### config.mk
export PLATFORM = sky130hd
export DESIGN_NAME = pdm_mic_ctrl
export DESIGN_NICKNAME = d
export VERILOG_FILES = /design/src/rtl/pdm_mic_ctrl.sv
export SDC_FILE = /design/constraint.sdc
export NUM_CORES = 1
export LEC_CHECK = 0
export ABC_AREA = 1
export CORE_UTILIZATION = 55
export DETAILED_ROUTE_END_ITERATION = 16
export PLACE_DENSITY = 0.72
export SETUP_SLACK_MARGIN = 0.15
export SLEW_MARGIN = 0
export SYNTH_ARGS = -nofsm -noshare
export SYNTH_HDL_FRONTEND = slang
export SYNTH_SLANG_ARGS = --single-unit
### constraint.sdc
create_clock -name clk -period 2.78 [get_ports clk]
set_input_delay 0.695 -clock clk [delete_from_list [all_inputs] [get_ports clk]]
set_output_delay 0.695 -clock clk [all_outputs]
set_load 0.05 [all_outputs]
### src/rtl/pdm_mic_ctrl.sv
// rtl/pdm_mic_ctrl.sv - PDM mic clock/strobe sequencer, wake FSM and PCM sample FIFO
// Define PDM_MIC_CTRL_GAIN_EN to apply a saturating left-shift gain to samples before the FIFO.
module pdm_mic_ctrl #(
  parameter int SAMPLE_DEPTH = 16,
  parameter int CLK_DIV      = 4,
  parameter int WAKE_CYCLES  = 1024,
  parameter int FIFO_DEPTH   = 8
) (
  input  logic                    clk,
  input  logic                    rst,
  input  logic                    enable,
  input  logic [1:0]              gain,
  output logic                    mic_clk,
  output logic                    bit_stb,
  input  logic [SAMPLE_DEPTH-1:0] pcm_in,
  input  logic                    pcm_stb,
  output logic [SAMPLE_DEPTH-1:0] pcm_data,
  output logic                    pcm_valid,
  input  logic                    pcm_ready,
  output logic                    overflow,
  input  logic                    overflow_clr,
  output logic                    running
);

  localparam int CW = $clog2(CLK_DIV);
  localparam int WW = $clog2(WAKE_CYCLES) + 1;
  localparam int AW = $clog2(FIFO_DEPTH);
  localparam int NW = AW + 1;

  typedef enum logic [1:0] {S_OFF, S_WAKE, S_RUN, S_STOP} state_t;

  state_t            state;
  state_t            state_next;
  logic [CW-1:0]     cnt;
  logic [WW-1:0]     wake_cnt;
  logic              period_end;
  logic              wake_done;

  assign period_end = (cnt == CW'(CLK_DIV - 1));
  assign wake_done  = bit_stb && (wake_cnt == WW'(WAKE_CYCLES - 1));
  assign running    = (state == S_RUN);

  always_ff @(posedge clk or negedge rst) begin
    if (!rst) state <= S_OFF;
    else      state <= state_next;
  end

  // STOP only exits at the end of a period so mic_clk never emits a runt high pulse.
  always_comb begin
    state_next = state;
    case (state)
      S_OFF:   if (enable) state_next = S_WAKE;
      S_WAKE:  begin
        if (!enable)        state_next = S_STOP;
        else if (wake_done) state_next = S_RUN;
      end
      S_RUN:   if (!enable) state_next = S_STOP;
      S_STOP:  if (period_end) state_next = S_OFF;
      default: state_next = S_OFF;
    endcase
  end

  always_ff @(posedge clk or negedge rst) begin
    if (!rst) begin
      cnt     <= '0;
      mic_clk <= 1'b0;
      bit_stb <= 1'b0;
    end else if (state == S_OFF) begin
      cnt     <= '0;
      mic_clk <= 1'b0;
      bit_stb <= 1'b0;
    end else begin
      cnt     <= period_end ? '0 : cnt + CW'(1);
      mic_clk <= (cnt >= CW'(CLK_DIV / 2));
      bit_stb <= period_end;
    end
  end

  always_ff @(posedge clk or negedge rst) begin
    if (!rst)                          wake_cnt <= '0;
    else if (state == S_OFF)           wake_cnt <= '0;
    else if (state == S_WAKE && bit_stb) wake_cnt <= wake_cnt + WW'(1);
  end

  logic [SAMPLE_DEPTH-1:0] wr_data;

`ifdef PDM_MIC_CTRL_GAIN_EN
  localparam int XW = SAMPLE_DEPTH + 3;
  logic [XW-1:0] shifted;

  // Bits above the sign position must all match the sign, otherwise the shift overflowed.
  always_comb begin
    shifted = {{3{pcm_in[SAMPLE_DEPTH-1]}}, pcm_in} << gain;
    if (shifted[XW-1] && !(&shifted[XW-1:SAMPLE_DEPTH-1]))
      wr_data = {1'b1, {(SAMPLE_DEPTH-1){1'b0}}};
    else if (!shifted[XW-1] && (|shifted[XW-1:SAMPLE_DEPTH-1]))
      wr_data = {1'b0, {(SAMPLE_DEPTH-1){1'b1}}};
    else
      wr_data = shifted[SAMPLE_DEPTH-1:0];
  end
`else
  logic unused_gain;
  assign unused_gain = ^gain;
  assign wr_data     = pcm_in;
`endif

  logic [SAMPLE_DEPTH-1:0] mem [FIFO_DEPTH];
  logic [AW-1:0]           rd_ptr;
  logic [AW-1:0]           wr_ptr;
  logic [NW-1:0]           count;
  logic                    push;
  logic                    pop;
  logic                    full;
  logic                    wr_en;
  logic                    drop;

  assign push      = (state == S_RUN) && pcm_stb;
  assign pop       = pcm_valid && pcm_ready;
  assign full      = (count == NW'(FIFO_DEPTH));
  assign wr_en     = push && (!full || pop);
  assign drop      = push && full && !pop;
  assign pcm_valid = (count != '0);
  assign pcm_data  = mem[rd_ptr];

  always_ff @(posedge clk or negedge rst) begin
    if (!rst) begin
      for (int i = 0; i < FIFO_DEPTH; i++) mem[i] <= '0;
      rd_ptr   <= '0;
      wr_ptr   <= '0;
      count    <= '0;
      overflow <= 1'b0;
    end else begin
      if (wr_en) begin
        mem[wr_ptr] <= wr_data;
        wr_ptr      <= wr_ptr + AW'(1);
      end
      if (pop) rd_ptr <= rd_ptr + AW'(1);
      if (wr_en && !pop)      count <= count + NW'(1);
      else if (!wr_en && pop) count <= count - NW'(1);
      if (drop)              overflow <= 1'b1;
      else if (overflow_clr) overflow <= 1'b0;
    end
  end

endmodule

==> summary.txt, run 1 <==
Status
  – Status: finished clean

Layout
  – Cell area after layout: 0.009060 sq mm
  – Leading cell type in the layout, fill and taps excluded: nand2_1
  – Area growth syn-to-layout: 18.80%
  – Most frequent cells in the layout: 203 x nand2_1, 155 x dfrtp_1, 98 x nor2_1
  – Final nets: 929
  – Ant. Diodes: 0
  – Layout cells sized above 1: 0.1945

Setup path
  – Reg2reg path depth: 9
  – CP max stage cell: dfrtp_2
  – CP top delay family: buffers and inverters
  – Crit path DAT: 2000 ps
  – WS Path Type: flop to output port
  – Worst path bufs/invs: 4
  – FF-to-FF End: mem[50]$_DFFE_PN0P_
  – Crit path max fanout: 10
  – CP Cell Sequence: clkinv_4 > buf_12 > clkbuf_16 > o21ai_0 > a31oi_2 > buf_6
  – Critical path capture point type: output port
  – Reg-to-reg slack, setup: 330 ps
  – Reg2Reg Launch Point: state[0]$_DFFE_PN0P_
  – CP startpoint kind: flop
  – Worst EP required: 2090 ps
  – Max stage delay on crit path: 460 ps

Timing
  – Fmax: 371.1 MHz
  – Final-report hold violation count: 0
  – Max Clock Skew: 6.113 ps
  – Period utilisation layout: 0.9694
  – Final setup margin: 85.06 ps
  – Slew at the pin with the worst max-slew slack: 685.5 ps
  – Setup Viol. Count Final: 0
  – Worst slew margin: 0.5421
  – RSZ-0062 raised after global routing: true
  – Slew Viols, Final: 0
  – Crit path time final: 2695 ps

Detailed routing
  – Via count: 6,216
  – WL final: 19.47 mm
  – DRC: 0
  – Drt pass-1 iters: 6
  – Via/cell ratio: 5.750
  – Antenna viol nets, final: 0
  – Per-cell routed wire length: 18.01 um
  – Iter 0 DRT Violations: 552

Synth
  – Post-synthesis cell type count: 37
  – Post-Synthesis Cells: 850
  – Mean post-synth cell area: 8.972 sq um
  – Synth Net Count: 887
  – Sequential share of the synthesized area: 0.5119
  – YS warnings: 0
  – Yosys reg bits: 156
  – Mapped Area: 0.007626 sq mm

Pwr
  – Peak supply drop: 0.6306 mV
  – Leak: 4.239 nW
  – PwrDens: 1331 mW/mm^2

CTS
  – TritonCTS clock tree: done
  – Total CTS buffers: 17
  – Later-pin clock latency in the skew report: 420 ps
  – Clock tree buffer depth: 2
  – H-tree Lvls: 4
  – CTS Sinks: 156
  – Cts-stage hold buffer count: 0
  – Clock-pin transition on the worst setup and hold timing paths: 60 ps
  – Root Driver: clkbuf_16

Floorplanning
  – Die H: 119.8 um
  – I/O pin cnt: 45
  – Die ar.: 0.01434 sq mm
  – DIE WIDTH: 119.8 um
  – Starting density of the core: 0.5691
  – Row count: 42
  – Core footprint: 0.01340 sq mm

Global route
  – First-pass GRT wire length: 30.33 mm
  – GRT Total Usage: 0.2772
  – Initial antenna violation count: 0
  – GRT overflow: 0
  – Pin count of the biggest net entering global routing: 71
  – Number of global-route vias before repair: 5,930

Place
  – Count of buffers from port buffering: 42
  – DP Area: 0.008003 sq mm
  – Worst slack, placed: -35.09 ps
  – Placer Congestion: 0.7855
  – Dpl hpwl: 10.52 mm

Min path
  – Hold Crit Class: input pin to asynchronous set/reset pin

Run
  – Max cap viols: 0
-- sequential cells by signal, summed over array words and instances, names as in the netlist --
signal	cells
rd_ptr	3
wake_cnt	11
state	2
bit_stb	1
cnt	2
mem	128
wr_ptr	3
mic_clk	1
count	4
overflow	1
-- per-stage QoR --
| step | util | power (mW) | setup TNS (ps) | hold WS, ps | instances |
|---|---|---|---|---|---|
| floorplan | - | 7.290 | 0 | 399.4 | 850 |
| global placement | 0.5972 | 8.500 | 0 | 450.5 | 1034 |
| detailed placement | 0.5972 | 8.699 | -143.8 | 460.5 | 1034 |
| CTS | 0.6529 | 11.36 | 0 | 311.8 | 1071 |
| global route | 0.6761 | 12.77 | 0 | 333.9 | 1081 |
| finish | 0.6761 | 12.06 | 0 | 290.1 | 1081 |
-- worst max-delay path by stage --
stage                                       to  slack (ps)                  start  depth (start not counted)
after floorplan           count[3]$_DFFE_PN0P_         170   state[0]$_DFFE_PN0P_                         15
after global placement     mem[44]$_DFFE_PN0P_          20              pcm_ready                          9
after detailed placement  count[3]$_DFFE_PN0P_         -40              pcm_ready                         13
after CTS                         pcm_data[14]         150  rd_ptr[0]$_DFFE_PN0N_                          7
after global routing              pcm_data[11]          30  rd_ptr[0]$_DFFE_PN0N_                          6
final                             pcm_data[11]          90  rd_ptr[0]$_DFFE_PN0N_                          6
-- synthesized netlist by cell type --
master | number | area share
o22ai_1 | 1 | 0.00082
inv_1 | 40 | 0.020
inv_4 | 1 | 0.00082
clkbuf_2 | 1 | 0.00066
ha_1 | 12 | 0.020
buf_1 | 2 | 0.00098
o221ai_1 | 1 | 0.0011
buf_8 | 1 | 0.0020
o21ai_1 | 56 | 0.037
nand3_2 | 1 | 0.0013
nor3_1 | 1 | 0.00066
nand3_1 | 10 | 0.0066
clkinv_1 | 1 | 0.00049
fa_1 | 1 | 0.0026
xor2_1 | 6 | 0.0069
o21bai_1 | 1 | 0.00098
nand2_2 | 4 | 0.0033
buf_4 | 1 | 0.00098
xnor2_1 | 3 | 0.0034
o21ai_2 | 57 | 0.065
clkbuf_1 | 12 | 0.0059
nand2_4 | 1 | 0.0015
o21ai_0 | 89 | 0.058
nand2_1 | 207 | 0.10
dfrtp_1 | 156 | 0.51
nor2_2 | 1 | 0.00082
a31o_2 | 1 | 0.0011
buf_2 | 9 | 0.0059
a21oi_1 | 24 | 0.016
nor2_1 | 98 | 0.048
inv_2 | 2 | 0.00098
nor3_2 | 1 | 0.0013
clkinv_4 | 1 | 0.0011
nand4_4 | 8 | 0.022
buf_6 | 21 | 0.031
buf_12 | 1 | 0.0026
a31oi_1 | 17 | 0.014
-- cells by family (layout without fill, tap and decap cells) --
| family | Yosys count | in the layout | share of synthesized area |
|---|---|---|---|
| AO/OA/AOI/OAI | 247 | 247 | 0.1944 |
| XOR/XNOR | 9 | 9 | 0.01034 |
| adder cells (fa/ha/maj) | 13 | 13 | 0.02231 |
| buffers and inverters | 93 | 148 | 0.07317 |
| flip-flops | 156 | 156 | 0.5119 |
| AND/OR/NAND/NOR | 332 | 332 | 0.1879 |
-- where the power goes --
part           switching, mW  internal, mW
Sequential             0.614          3.16
Clock                  0.905          1.41
Combinational           3.70          2.27
Total                   5.22          6.85
-- final cells by class --
cell class	instances	area (sq um)
clock buffer	21	480.5
clock inverter	11	115.1
fill	1003	4340
inverter	45	181.4
multi-input combinational	601	3247
sequential	156	3905
tap	176	220.2
timing repair buffer	71	910.9
-- repair_timing --
action                                 4_1_cts  5_1_grt
pin swaps                                    3       12
setup endpoints to repair                   14       17
endpoints found under the hold margin        0        0
buffers inserted                             2        3
gates resized for setup                     13       53
gates cloned                                 3        7
-- layer usage --
metal | vias up | global-route usage | part of all wire
met5 | - | 0 | 0
met4 | 0 | 0.09922 | 0.029
met3 | 44 | 0.04230 | 0.057
met2 | 242 | 0.4617 | 0.49
met1 | 3029 | 0.3687 | 0.42
li1 | 2901 | - | -
-- worst register-to-register path, stage by stage, from the launching register on --
cell	delay [ps]
dfrtp_1	440
inv_1	120
ha_1	210
nand2_1	80
inv_1	90
nand2_4	70
clkinv_4	50
buf_4	240
nand4_4	550
o21ai_0	480
Note: power is estimated with default switching activity, not from simulation.
==> inputs of run 2 (changes only) <==
CORE_MARGIN = 4   (was unset)
==> run 2 against run 1 <==
Die area increased by 10%. Combinational power about the same. Global-route usage decreased by 3.9 points. Clock power decreased by 8%. Sequential power about the same. Clock-buffer cell count increased by 5. Non-clock buffer count increased by 8. Fmax decreased by 1.7%. Critical path type unchanged. Critical endpoint is now pcm_data[4]. Largest cell class unchanged. Highest routed layer unchanged.
==> summary.txt, run 2 (synthesis results as in run 1) <==
Status
  – Status: finished clean (unchanged)

Layout
  – Register area: 0.003905 sq mm (unchanged)
  – Finished Layout Cells: 1,086 (was 1,081)
  – Post-Route Utilization: 0.6755 (was 0.6761)
  – Leading cell type in the layout, fill and taps excluded: nand2_1 (unchanged)
  – Filler cell count: 1,028 (was 1,003)
  – Largest register FFs: 128 (unchanged)
  – Layout cells sized above 1: 0.1934 (was 0.1945)
  – Top flop regs: mem x128, wake_cnt x11, count x4 (unchanged)
  – Most frequent cells in the layout: 201 x nand2_1, 155 x dfrtp_1, 94 x nor2_1 (was 203 x nand2_1, 155 x dfrtp_1, 98 x nor2_1)
  – Area occupied by multi-input gates: 0.003268 sq mm (was 0.003247 sq mm)
  – Area growth syn-to-layout: 18.70% (was 18.80%)
  – Cell area after layout: 0.009052 sq mm (was 0.009060 sq mm)
  – Top reg by flops: mem (unchanged)
  – Final nets: 937 (was 929)
  – Ant. Diodes: 0 (unchanged)

Floorplanning
  – Row count: 42 (unchanged)
  – Die H: 125.8 um (was 119.8 um)
  – DIE WIDTH: 125.8 um (was 119.8 um)
  – Die ar.: 0.01581 sq mm (was 0.01434 sq mm)
  – Starting density of the core: 0.5691 (unchanged)
  – I/O pin cnt: 45 (unchanged)
  – Core footprint: 0.01340 sq mm (unchanged)

Pwr
  – P_sw: 5.183 mW (was 5.215 mW)
  – Internal power: 6.746 mW (was 6.845 mW)
  – Sequential Power Share: 0.318 (was 0.313)
  – Peak supply drop: 0.6319 mV (was 0.6306 mV)
  – PwrDens: 1318 mW/mm^2 (was 1331 mW/mm^2)
  – Leak: 4.240 nW (was 4.239 nW)
  – Sw Share: 0.4345 (was 0.4324)
  – Comb power frac: 0.503 (was 0.495)
  – Tot Pwr: 11.93 mW (was 12.06 mW)
  – Clock share of power: 0.180 (was 0.192)

Setup path
  – Critical path capture point type: output port (unchanged)
  – Crit path max fanout: 6 (was 10)
  – Worst path bufs/invs: 4 (unchanged)
  – Max stage delay on crit path: 410 ps (was 460 ps)
  – CP max stage cell: dfrtp_2 (unchanged)
  – CP Cell Sequence: buf_4 > buf_6 > clkbuf_16 > nor2_1 > nor2_1 > o21ai_0 > a31oi_1 > buf_4 (was clkinv_4 > buf_12 > clkbuf_16 > o21ai_0 > a31oi_2 > buf_6)
  – CP startpoint kind: flop (unchanged)
  – CP top delay family: buffers and inverters (unchanged)
  – Crit path DAT: 2050 ps (was 2000 ps)
  – WS Path Type: flop to output port (unchanged)
  – Worst EP required: 2090 ps (about the same)

Detailed routing
  – Per-cell routed wire length: 18.29 um (was 18.01 um)
  – Iter 0 DRT Violations: 690 (was 552)
  – WL final: 19.86 mm (was 19.47 mm)
  – Via count: 6,258 (was 6,216)
  – Drt pass-1 iters: 5 (was 6)
  – Via/cell ratio: 5.762 (was 5.750)
  – Antenna viol nets, final: 0 (unchanged)
  – DRC: 0 (unchanged)

Timing
  – Max Clock Skew: 5.752 ps (was 6.113 ps)
  – Worst slew margin: 0.5441 (was 0.5421)
  – Slew Viols, Final: 0 (unchanged)
  – RSZ-0062 raised after global routing: true (unchanged)
  – Period utilisation layout: 0.9857 (was 0.9694)
  – Fmax: 364.9 MHz (was 371.1 MHz)
  – Slew at the pin with the worst max-slew slack: 682.6 ps (was 685.5 ps)
  – Setup Viol. Count Final: 0 (unchanged)
  – Final-report hold violation count: 0 (unchanged)
  – Crit path time final: 2740 ps (was 2695 ps)

Global route
  – Number of global-route vias before repair: 6,126 (was 5,930)
  – GRT overflow: 0 (unchanged)
  – Initial antenna violation count: 0 (unchanged)
  – First-pass GRT wire length: 30.10 mm (was 30.33 mm)
  – Pin count of the biggest net entering global routing: 57 (was 71)
  – GRT Total Usage: 0.2382 (was 0.2772)

Place
  – Placer Congestion: 0.8465 (was 0.7855)
  – DP Area: 0.008013 sq mm (was 0.008003 sq mm)
  – Dpl hpwl: 10.88 mm (was 10.52 mm)
  – Placed Instances: 1,037 (was 1,034)
  – Count of buffers from port buffering: 42 (unchanged)

CTS
  – CTS Sinks: 156 (unchanged)
  – Root Driver: clkbuf_16 (unchanged)
  – Clock tree buffer depth: 2 (unchanged)
  – Later-pin clock latency in the skew report: 430 ps (was 420 ps)
  – Total CTS buffers: 17 (unchanged)
  – TritonCTS clock tree: done (unchanged)
  – Clock-pin transition on the worst setup and hold timing paths: 60 ps (about the same)
  – H-tree Lvls: 4 (unchanged)

Min path
  – Hold Crit Class: input pin to asynchronous set/reset pin (unchanged)

Run
  – Max cap viols: 0 (unchanged)
## run 2: cell types whose count changed in the layout (fill, tap and decap cells not counted), moves of 3 or more
cell	change
a31oi_1	+6
a31oi_2	-7
buf_4	+13
buf_6	-6
clkbuf_1	+9
clkbuf_8	-4
clkinv_2	-5
nor2_1	-4
nor2_4	+3
o21ai_0	+10
o21ai_1	-14
o21ai_2	+4
## run 2: final cells by class
type                       instances  share of cell area
clock buffer                      26             0.05073
clock inverter                     3            0.007187
inverter                          45             0.02087
multi-input combinational        601              0.3610
sequential                       156              0.4314
tap                              176             0.02433
timing repair buffer              79              0.1045
## run 2: worst paths after layout
path / from / end / slack [ps] / cells past startpoint
setup reg to reg: state[0]$_DFFE_PN0P_ / mem[40]$_DFFE_PN0P_ / 430 / 10
min in group clk: cnt[0]$_DFF_PN0_ / cnt[0]$_DFF_PN0_ / 470 / 1
hold reg to reg: cnt[0]$_DFF_PN0_ / cnt[0]$_DFF_PN0_ / 470 / 1
max in group asynchronous: rst / rd_ptr[0]$_DFFE_PN0N_ / 1900 / 2
setup / recovery: rd_ptr[0]$_DFFE_PN0N_ / pcm_data[4] / 40 / 8
hold / removal: rst / mem[35]$_DFFE_PN0P_ / 220 / 1
## run 2: per-layer routing
layer / part of all wire / global-route usage / vias to the layer above
li1: - / - / 2914
met2: 0.50 / 0.4009 / 213
met3: 0.064 / 0.05588 / 47
met5: 0 / 0 / -
met1: 0.41 / 0.3035 / 3084
met4: 0.024 / 0.08517 / 0
## run 2: what timing repair did
action / CTS / global route
gates cloned: 1 / 12
hold endpoints to repair: 0 / 0
setup buffers: 0 / 7
endpoints found under the setup margin: 12 / 17
hold buffers: 0 / 0
pin swaps: 0 / 20
gates resized for setup: 8 / 56
## run 2: stage by stage
step	TNS (ps)	hold WS (ps)	setup slack, ps
floorplan	0	399.4	174.9
global placement	0	450.7	21.44
detailed placement	-141.7	463.4	-40.32
CTS	0	215.4	94.91
global route	-5.144	241.3	-5.144
finish	0	215.4	39.79
## run 2: power by group through the flow
stage / logic [mW] / registers, mW / clock network [mW]
finish: 5.99 / 3.79 / 2.14
global route: 6.45 / 3.90 / 2.27
CTS: 5.09 / 3.75 / 2.17
detailed placement: 4.96 / 3.77 / 0
global placement: 4.82 / 3.71 / 0
floorplan: 3.61 / 3.68 / 0
==> inputs of run 3 (changes only) <==
GPL_ROUTABILITY_DRIVEN = 0   (was unset)
==> results of run 3 <==
Final layout, timing and power as in run 2 (identical DEF).
